**src/rtl/clause_queue_pkg.sv**
```systemverilog
// Shared clause payload type and clause-queue sizing defaults.
package clause_queue_pkg;

    localparam int unsigned CLQ_DEPTH     = 16;
    localparam int unsigned CLQ_AF_MARGIN = 2;

    localparam int unsigned CLA_ID_W  = 16;
    localparam int unsigned CLA_LBD_W = 8;

    typedef struct packed {
        logic [CLA_ID_W-1:0]  id;
        logic [CLA_LBD_W-1:0] lbd;
        logic                 learnt;
    } cla_t;

endpackage

```
**src/rtl/clause_queue_if.sv**
```systemverilog
// Switch-to-engine clause queue bus; slave is the queue, master is producer/engine side.
interface clause_queue_if
    import clause_queue_pkg::*;
#(
    parameter int unsigned DEPTH = CLQ_DEPTH
) ();

    localparam int unsigned CNT_W = $clog2(DEPTH + 1);

    cla_t             sw2clq;
    logic             sw2clq_valid;
    logic             clq_flush;
    cla_t             clq2eng;
    logic             clq2eng_valid;
    logic             eng2clq_ready;
    logic             clq_full;
    logic             clq_almost_full;
    logic [CNT_W-1:0] clq_count;
    logic             clq_overflow;

    modport master (
        output sw2clq, sw2clq_valid, clq_flush, eng2clq_ready,
        input  clq2eng, clq2eng_valid, clq_full, clq_almost_full, clq_count, clq_overflow
    );

    modport slave (
        input  sw2clq, sw2clq_valid, clq_flush, eng2clq_ready,
        output clq2eng, clq2eng_valid, clq_full, clq_almost_full, clq_count, clq_overflow
    );

endinterface

```
**src/rtl/clause_queue_mem.sv**
```systemverilog
// Clause storage: one synchronous write port, one asynchronous read port; not reset.
module clause_queue_mem
    import clause_queue_pkg::*;
#(
    parameter  int unsigned DEPTH = CLQ_DEPTH,
    localparam int unsigned AW    = $clog2(DEPTH)
) (
    input  logic          clk,
    input  logic          we_i,
    input  logic [AW-1:0] waddr_i,
    input  cla_t          wdata_i,
    input  logic [AW-1:0] raddr_i,
    output cla_t          rdata_o
);

    cla_t mem_q [DEPTH];

    always_ff @(posedge clk) begin
        if (we_i) mem_q[waddr_i] <= wdata_i;
    end

    assign rdata_o = mem_q[raddr_i];

endmodule

```
**src/rtl/clause_queue.sv**
```systemverilog
// Show-ahead clause FIFO between switch and engine with full/almost-full flags and sticky overflow.
module clause_queue
    import clause_queue_pkg::*;
#(
    parameter int unsigned DEPTH     = CLQ_DEPTH,
    parameter int unsigned AF_MARGIN = CLQ_AF_MARGIN
) (
    input  logic           clk,
    input  logic           rst_n,
    clause_queue_if.slave  bus
);

    localparam int unsigned PTR_W = $clog2(DEPTH);
    localparam int unsigned CNT_W = $clog2(DEPTH + 1);

    logic [PTR_W-1:0] rd_q, rd_d, wr_q, wr_d;
    logic [CNT_W-1:0] cnt_q, cnt_d;
    logic             ovf_q, ovf_d;
    logic             valid_q, full_q, af_q;
    logic             pop_c, push_ok_c, drop_c, we_c;
    cla_t             head_c;

    assign pop_c     = valid_q && bus.eng2clq_ready;
    assign push_ok_c = bus.sw2clq_valid && (!full_q || pop_c);
    assign drop_c    = bus.sw2clq_valid && full_q && !pop_c;

    // Flush wins over push/pop but leaves the overflow record intact.
    always_comb begin
        rd_d  = rd_q;
        wr_d  = wr_q;
        cnt_d = cnt_q;
        ovf_d = ovf_q;
        we_c  = 1'b0;
        if (bus.clq_flush) begin
            rd_d  = '0;
            wr_d  = '0;
            cnt_d = '0;
        end else begin
            if (drop_c) ovf_d = 1'b1;
            if (push_ok_c) begin
                we_c = 1'b1;
                wr_d = wr_q + PTR_W'(1);
            end
            if (pop_c) rd_d = rd_q + PTR_W'(1);
            if (push_ok_c && !pop_c) cnt_d = cnt_q + CNT_W'(1);
            else if (pop_c && !push_ok_c) cnt_d = cnt_q - CNT_W'(1);
        end
    end

    // Flags are registered images of the next count, so they track clq_count exactly.
    always_ff @(posedge clk) begin
        if (!rst_n) begin
            rd_q    <= '0;
            wr_q    <= '0;
            cnt_q   <= '0;
            ovf_q   <= 1'b0;
            valid_q <= 1'b0;
            full_q  <= 1'b0;
            af_q    <= 1'b0;
        end else begin
            rd_q    <= rd_d;
            wr_q    <= wr_d;
            cnt_q   <= cnt_d;
            ovf_q   <= ovf_d;
            valid_q <= (cnt_d != '0);
            full_q  <= (cnt_d == CNT_W'(DEPTH));
            af_q    <= (cnt_d >= CNT_W'(DEPTH - AF_MARGIN));
        end
    end

    clause_queue_mem #(.DEPTH(DEPTH)) u_mem (
        .clk     (clk),
        .we_i    (we_c),
        .waddr_i (wr_q),
        .wdata_i (bus.sw2clq),
        .raddr_i (rd_q),
        .rdata_o (head_c)
    );

    assign bus.clq2eng         = head_c;
    assign bus.clq2eng_valid   = valid_q;
    assign bus.clq_full        = full_q;
    assign bus.clq_almost_full = af_q;
    assign bus.clq_count       = cnt_q;
    assign bus.clq_overflow    = ovf_q;

endmodule

```
**src/flat_wrapper.sv**
```systemverilog
// flat-port wrapper written by rule: the top's interface ports become plain ports
module clause_queue_flat import clause_queue_pkg::*;
#(
    parameter int unsigned DEPTH     = CLQ_DEPTH,
    parameter int unsigned AF_MARGIN = CLQ_AF_MARGIN
)
  (clk, rst_n, bus_sw2clq, bus_sw2clq_valid, bus_clq_flush, bus_eng2clq_ready, bus_clq2eng, bus_clq2eng_valid, bus_clq_full, bus_clq_almost_full, bus_clq_count, bus_clq_overflow);
  clause_queue_if #(.DEPTH(DEPTH)) bus_i ();
  input  logic clk;
  input  logic rst_n;
  input wire logic [$bits(bus_i.sw2clq)-1:0] bus_sw2clq;
  input wire logic [$bits(bus_i.sw2clq_valid)-1:0] bus_sw2clq_valid;
  input wire logic [$bits(bus_i.clq_flush)-1:0] bus_clq_flush;
  input wire logic [$bits(bus_i.eng2clq_ready)-1:0] bus_eng2clq_ready;
  output wire logic [$bits(bus_i.clq2eng)-1:0] bus_clq2eng;
  output wire logic [$bits(bus_i.clq2eng_valid)-1:0] bus_clq2eng_valid;
  output wire logic [$bits(bus_i.clq_full)-1:0] bus_clq_full;
  output wire logic [$bits(bus_i.clq_almost_full)-1:0] bus_clq_almost_full;
  output wire logic [$bits(bus_i.clq_count)-1:0] bus_clq_count;
  output wire logic [$bits(bus_i.clq_overflow)-1:0] bus_clq_overflow;
  assign bus_i.sw2clq = bus_sw2clq;
  assign bus_i.sw2clq_valid = bus_sw2clq_valid;
  assign bus_i.clq_flush = bus_clq_flush;
  assign bus_i.eng2clq_ready = bus_eng2clq_ready;
  assign bus_clq2eng = bus_i.clq2eng;
  assign bus_clq2eng_valid = bus_i.clq2eng_valid;
  assign bus_clq_full = bus_i.clq_full;
  assign bus_clq_almost_full = bus_i.clq_almost_full;
  assign bus_clq_count = bus_i.clq_count;
  assign bus_clq_overflow = bus_i.clq_overflow;
  clause_queue #(.DEPTH(DEPTH), .AF_MARGIN(AF_MARGIN)) u_core (.clk(clk), .rst_n(rst_n), .bus(bus_i));
endmodule
```
**config.mk**
```make
export PLATFORM = sky130hd
export DESIGN_NAME = clause_queue_flat
export DESIGN_NICKNAME = d
export VERILOG_FILES = /design/src/rtl/clause_queue_pkg.sv /design/src/rtl/clause_queue_if.sv /design/src/rtl/clause_queue_mem.sv /design/src/rtl/clause_queue.sv /design/src/flat_wrapper.sv
export SDC_FILE = /design/constraint.sdc
export NUM_CORES = 1
export LEC_CHECK = 0
export BUFFER_PORTS_ARGS = -buffer_cell sky130_fd_sc_hd__buf_4
export CAP_MARGIN = 20
export CORE_MARGIN = 3
export CORE_UTILIZATION = 60
export DETAILED_ROUTE_END_ITERATION = 16
export PLACE_DENSITY = 0.76
export SYNTH_ARGS = -nofsm -noshare
export SYNTH_HDL_FRONTEND = slang
export SYNTH_SLANG_ARGS = --single-unit
```
**constraint.sdc**
```tcl
create_clock -name clk -period 3.6 [get_ports clk]
set_clock_uncertainty 0.1 [all_clocks]
set_input_delay 0.18 -clock clk [delete_from_list [all_inputs] [get_ports clk]]
set_output_delay 0.18 -clock clk [all_outputs]
set_load 0.05 [all_outputs]
```
==> results of run 1 <==
[cell usage in the layout (no fill, tap or decap), types with 8 or more instances in the layout]
master	instances
sky130_fd_sc_hd__mux4_2	116
sky130_fd_sc_hd__mux4_1	9
sky130_fd_sc_hd__dlygate4sd3_1	27
sky130_fd_sc_hd__edfxtp_1	400
sky130_fd_sc_hd__clkbuf_1	8
sky130_fd_sc_hd__buf_4	84
sky130_fd_sc_hd__nor2_2	12
sky130_fd_sc_hd__nor2_1	14
sky130_fd_sc_hd__clkbuf_16	43
sky130_fd_sc_hd__dfxtp_1	18
sky130_fd_sc_hd__nand2_1	14
sky130_fd_sc_hd__clkinv_1	12
[routing by layer]
| metal | share of wire | track usage |
|---|---|---|
| met1 | 0.40 | 0.357 |
| met2 | 0.51 | 0.408 |
| met3 | 0.073 | 0.0413 |
| met4 | 0.024 | 0.0684 |
| met5 | 0 | 0 |
[sequential cells by signal (all words and copies together), names as in the netlist, named ones only]
name                        cells
u_core.bus.clq_overflow         1
u_core.rd_q                     4
u_core.wr_q                     4
u_core.bus.clq_almost_full      1
u_core.bus.clq_full             1
u_core.u_mem.mem_q            400
u_core.bus.clq_count            5
u_core.bus.clq2eng_valid        1
[cells by family (layout without fill, tap and decap cells)]
family          count (synthesis)  in the layout  share of synthesized area
fa+ha+maj                       7              7                    0.00543
compound gates                 20             20                    0.00892
flops                         421            421                      0.771
buf+inv                        39            195                     0.0134
simple gates                   64             64                     0.0189
mux                           126            126                      0.177
xor+xnor                       10             10                    0.00543
[path summary, 6_finish.rpt]
check | endpoint | slack [ns] | cells after the start | start
hold / removal | flop | 0.04 | 4 | bus_eng2clq_ready
hold reg to reg | u_core.bus.clq_overflow | 0.37 | 1 | u_core.bus.clq_overflow
setup / recovery | bus_clq2eng[20] | 0.37 | 4 | flop
setup reg to reg | u_core.u_mem.mem_q[4][2] | 0.84 | 5 | u_core.bus.clq2eng_valid
[worst max-delay path, cell delays in order (launching register included)]
cell and delay [ns]:
sky130_fd_sc_hd__dfxtp_4 0.71, sky130_fd_sc_hd__buf_4 0.40, sky130_fd_sc_hd__mux4_2 0.55, sky130_fd_sc_hd__mux4_2 0.53, sky130_fd_sc_hd__buf_4 0.22
[area by class of cell]
| type | count | area [um^2] |
|---|---|---|
| Clock buffer | 51 | 1110 |
| Clock inverter | 20 | 118 |
| Fill cell | 1487 | 7540 |
| Inverter | 7 | 26.3 |
| Multi-Input combinational cell | 227 | 3530 |
| Sequential cell | 421 | 12400 |
| Tap cell | 335 | 419 |
| Timing Repair Buffer | 117 | 1020 |
[metrics by stage]
stage,util,instance area [um^2]
global placement,0.655,17200
floorplan,-,16100
CTS,0.712,18700
global route,0.712,18700
finish,0.712,18700
detailed placement,0.655,17200
[report_power, final]
group | internal (mW) | switching, mW | total [mW]
sequential | 5.38 | 0.0168 | 5.40
clock | 2.24 | 1.70 | 3.94
combinational | 0.140 | 0.221 | 0.361
[repair_timing]
action / CTS / global route
hold endpoints to repair: 403 / 0
hold buffers: 27 / 0
resized for setup: 0 / 0
buffers inserted: 0 / 0
==> impl_metrics.toml, run 1 <==
[outcome]
result_of_the_run = "complete, no violations"

[synth]
syn-num-nets = 724
number_of_cells_produced_by_synthesis = 687
synth_sequential_area_ratio = 0.771
synth_seq_cells = 421
ys_types = 42
synth_top_area_cell = "sky130_fd_sc_hd__edfxtp_1"
yosys_warnings = 0
top_flip_flop_cell_by_instance_count_after_synthesis = "sky130_fd_sc_hd__edfxtp_1"
async_flop_share = 0
syn_std_cell_area_um2 = 16100
top_post_synthesis_cells_by_area = "sky130_fd_sc_hd__edfxtp_1 74%, sky130_fd_sc_hd__mux4_2 16%, sky130_fd_sc_hd__dfxtp_1 2.6%"
netlist.area_leader.share = 0.745
synth_most_common_cell = "sky130_fd_sc_hd__edfxtp_1"
yosys-top-cells-count = "400 x sky130_fd_sc_hd__edfxtp_1, 116 x sky130_fd_sc_hd__mux4_2, 26 x sky130_fd_sc_hd__nor2_1, 21 x sky130_fd_sc_hd__dfxtp_1, 14 x sky130_fd_sc_hd__nand2_1"
post_synth.cell_area_avg_um2 = 23.5
synth-edff-count = 400

[grt]
grt_first_pass_wirelength_um = 52300
globalRoute.totalOverflow = 0
pin_count_of_the_biggest_net_entering_global_routing = 38
grtUsageTotal = 0.248
initial_antenna_violation_count = 0
first_global_vias = 8160

[sta]
slew_headroom = 0.431
period_minus_slack_ns = 3.23
final_hold_violation_count = 0
setup_viol_count_final = 0
worst_pin_slew_ns = 0.853
rsz_0062_raised_after_global_routing = "false"
post-route-worst-setup-slack_ns = 0.366
layout_worst_path_cycle_share = 0.898
fin_setup_tns_ns = 0
final_report_max_slew_violation_count = 0
maxClockFrequency_mhz = 309
worst_hold_slack_ns = 0.0413

[clock_tree]
cts_buffers = 41
clk_pin_slew_ns = 0.06
cts_max_level = 2
clock_sinks = 421
tritoncts_clock_tree = "built"
cts-root-buf = "sky130_fd_sc_hd__clkbuf_16"
clockBufferDepth = 3
worst_skew_pair.late_latency_ns = 0.52

[floorplanning]
die_area_um2 = 28900
rows = 59
floorplan.io_pins = 64
core_um2 = 26200
dieWidth_um = 170
floorplan.die.height_um = 170
start_util = 0.616

[critical_path]
crit_arrival_ns = 2.95
critPathCaptureType = "output pin"
critPathRequiredTime_ns = 3.32
worst-setup-path-type = "flop to output pin"
critical_path.startpoint_type = "flop"
path_max_fanout = 25

[drt]
drt-initial-drc-count = 911
drt_pass1_iterations = 5
avgRoutedWirePerCell_um = 29.5
drt_wl_total_um = 34800
viasPerCell = 6.53
dr_total_vias = 7691
detail-route-antenna-nets = 0
drc = 0

[power_and_ir_drop]
irDropWorstVdd_uv = 420
p_per_area_nw_per_um2 = 520
post-layout-total-power_mw = 9.70
static_leakage_nw = 5.87

[final_layout]
flow.area_growth_from_synthesis_pct = 15.7
post_layout_nonfiller_instances = 1178
drive_gt1_frac = 0.330
antenna_cells_inserted = 0
final_net_count = 852

[place]
place.detailed.instances = 1080
finalWeightedCongestion = 0.826
post-place-ws_ns = 0.845
dp_hpwl_um = 19300
buffer_ports.inserted = 63

[job]
max-cap-violations = 0

[hold_path]
min_delay_worst_type = "input pin to flop"
Note: power is estimated with default switching activity, not from simulation.
==> inputs of run 2 (changes only) <==
--- a/config.mk
+++ b/config.mk
@@ -5,6 +5,7 @@
 export SDC_FILE = /design/constraint.sdc
 export NUM_CORES = 1
 export LEC_CHECK = 0
+export ABC_AREA = 1
 export BUFFER_PORTS_ARGS = -buffer_cell sky130_fd_sc_hd__buf_4
 export CAP_MARGIN = 20
 export CORE_MARGIN = 3
==> impl_metrics.toml, run 2 <==
[clock_tree]
clock_sinks = 421
tritoncts_clock_tree = "built"
post_cts_setup_bufs = 0
clockBufferDepth = 3
clk_pin_slew_ns = 0.05
cts_buffers = 42
cts_max_level = 2
cts-root-buf = "sky130_fd_sc_hd__clkbuf_16"
worst_skew_pair.late_latency_ns = 0.53

[critical_path]
critical_path.startpoint_type = "flop"
rr_startpoint = "u_core.bus.clq2eng_valid"
r2r_cells = 6
critPathCaptureType = "output pin"
path_max_fanout = 200
crit_path_max_incr_delay_ns = 0.51
list_of_cells_traversed_by_the_critical_path = "buf_12 -> o21ai_0 -> o211ai_1 -> o211ai_1 -> nand2_1 -> buf_4"
cpMaxStageDelayCell = "sky130_fd_sc_hd__buf_12"
critPathRequiredTime_ns = 3.32
critical-path-top-cell-by-count = "sky130_fd_sc_hd__o211ai_1"
worst-setup-path-type = "flop to output pin"
crit_arrival_ns = 2.58

[job]
max-cap-violations = 0

[final_layout]
mostFrequentLayoutCell = "sky130_fd_sc_hd__edfxtp_1"
largest_register_ffs = 400
fillers = 1776
registers.top_by_ff_count = "u_core.u_mem.mem_q"
drive_gt1_frac = 0.115
final_net_count = 1433
antenna_cells_inserted = 0
final_design_area_no_fill_um2 = 19300
final_cell_mix = "400 x sky130_fd_sc_hd__edfxtp_1, 316 x sky130_fd_sc_hd__nor2_1, 186 x sky130_fd_sc_hd__o21ai_0"
flow.area_growth_from_synthesis_pct = 15.8

[hold_path]
min_delay_worst_type = "input pin to flop"
hp-start = "rst_n"
hold_depth = 4

[grt]
gr-usage-met2 = 0.412
first_global_vias = 10600
pin_count_of_the_biggest_net_entering_global_routing = 201
initial_antenna_violation_count = 0
grtUsageMet1 = 0.346
grt_first_pass_wirelength_um = 59000
grtUsageTotal = 0.251
globalRoute.totalOverflow = 0
grt.busiest_layer = "met2"
grt_use_met3 = 0.0406

[synth]
ys_types = 21
synth_sequential_area_ratio = 0.745
synth_most_common_cell = "sky130_fd_sc_hd__edfxtp_1"
syn_std_cell_area_um2 = 16700
yosys-top-cells-count = "400 x sky130_fd_sc_hd__edfxtp_1, 332 x sky130_fd_sc_hd__nor2_1, 186 x sky130_fd_sc_hd__o21ai_0, 100 x sky130_fd_sc_hd__o211ai_1, 64 x sky130_fd_sc_hd__nand2_1"
post_synth.cell_area_avg_um2 = 12.6
synth_seq_cells = 421
syn-num-nets = 1358
top_flip_flop_cell_by_instance_count_after_synthesis = "sky130_fd_sc_hd__edfxtp_1"
async_flop_share = 0
number_of_cells_produced_by_synthesis = 1321
netlist.area_leader.share = 0.719
top_post_synthesis_cells_by_area = "sky130_fd_sc_hd__edfxtp_1 72%, sky130_fd_sc_hd__nor2_1 7.5%, sky130_fd_sc_hd__o21ai_0 5.6%"
synth-edff-count = 400
synth_top_area_cell = "sky130_fd_sc_hd__edfxtp_1"
yosys_warnings = 0

[drt]
detail-route-antenna-nets = 0
avgRoutedWirePerCell_um = 21.0
drt_wl_total_um = 37800
drc = 0
drt-initial-drc-count = 1107
drt_pass1_iterations = 5
viasPerCell = 5.88
dr_total_vias = 10600

[power_and_ir_drop]
post-layout-total-power_mw = 10.3
irDropWorstVdd_uv = 470
static_leakage_nw = 6.33
p_per_area_nw_per_um2 = 535

[floorplanning]
floorplan.io_pins = 64
rows = 60
start_util = 0.614
die_area_um2 = 29900
floorplan.die.height_um = 173
dieWidth_um = 173
core_um2 = 27200

[sta]
slew_headroom = 0.338
layout_worst_path_cycle_share = 0.793
worst_pin_slew_ns = 0.990
rsz_0062_raised_after_global_routing = "false"
maxClockFrequency_mhz = 350
final_hold_violation_count = 0
fin_setup_tns_ns = 0
period_minus_slack_ns = 2.86
setup_viol_count_final = 0
post-route-worst-setup-slack_ns = 0.744
final_report_max_slew_violation_count = 0

[place]
buffer_ports.inserted = 63
post-place-ws_ns = 1.03
finalWeightedCongestion = 0.804
placement_cell_area_um2 = 17600
dp_hpwl_um = 20900

[outcome]
result_of_the_run = "complete, no violations"
run 2: cell families (layout without fill, tap and decap cells):
kind of cell,count (synthesis),in the layout,synth area share
compound gates,339,339,0.117
fa+ha+maj,7,7,0.00525
simple gates,444,444,0.104
xor+xnor,1,1,0.000525
flops,421,421,0.745
buf+inv,109,217,0.0294
run 2: cell type report:
cell class              count  area [um^2]  share of cell area
flip-flops and latches    421        12400               0.644
multi-input cells         791         3890               0.201
clock buffers              55         1170              0.0607
repair buffers            113         1030              0.0535
well taps                 372          465              0.0241
clock inverters            22          215              0.0111
inverters                  27          106             0.00550
run 2: critical path: cells and delay by family, from the launching register on:
family	cells	cell delay (ns)
AND/OR/NAND/NOR	1	0.12
flip-flops	1	0.38
AO/OA/AOI/OAI	3	0.74
buffers and inverters	2	0.71
run 2: routing by layer:
metal,wire length (um),share of wire
met1,15700,0.41
met2,18300,0.48
met3,2690,0.071
met4,1150,0.030
met5,0,0
run 2: where the power goes:
group          switching [mW]  internal (mW)
combinational           0.415          0.181
sequential             0.0196           5.39
clock                    1.75           2.59
run 2: path summary, 6_finish.rpt:
check	end	slack [ns]
worst max-delay path	bus_clq2eng[17]	0.74
worst min-delay path	u_core.bus.clq2eng_valid	0.33
worst max register to register	u_core.u_mem.mem_q[12][17]	1.02
worst min register to register	flop	0.35
run 2: timing repair:
item / CTS / global route
hold buffers: 29 / 0
endpoints found under the hold margin: 410 / 0
setup endpoints to repair: 0 / 0
gates resized for setup: 0 / 0
run 2: through the flow:
| step | util | hold slack (ns) | std cells |
|---|---|---|---|
| 3_3_place_gp | 0.649 | 0.292 | 1695 |
| 6_report | 0.711 | 0.328 | 1801 |
| 4_1_cts | 0.711 | 0.297 | 1801 |
| 5_1_grt | 0.711 | 0.350 | 1801 |
| 2_1_floorplan | - | 0.179 | 1321 |
| 3_5_place_dp | 0.649 | 0.301 | 1695 |
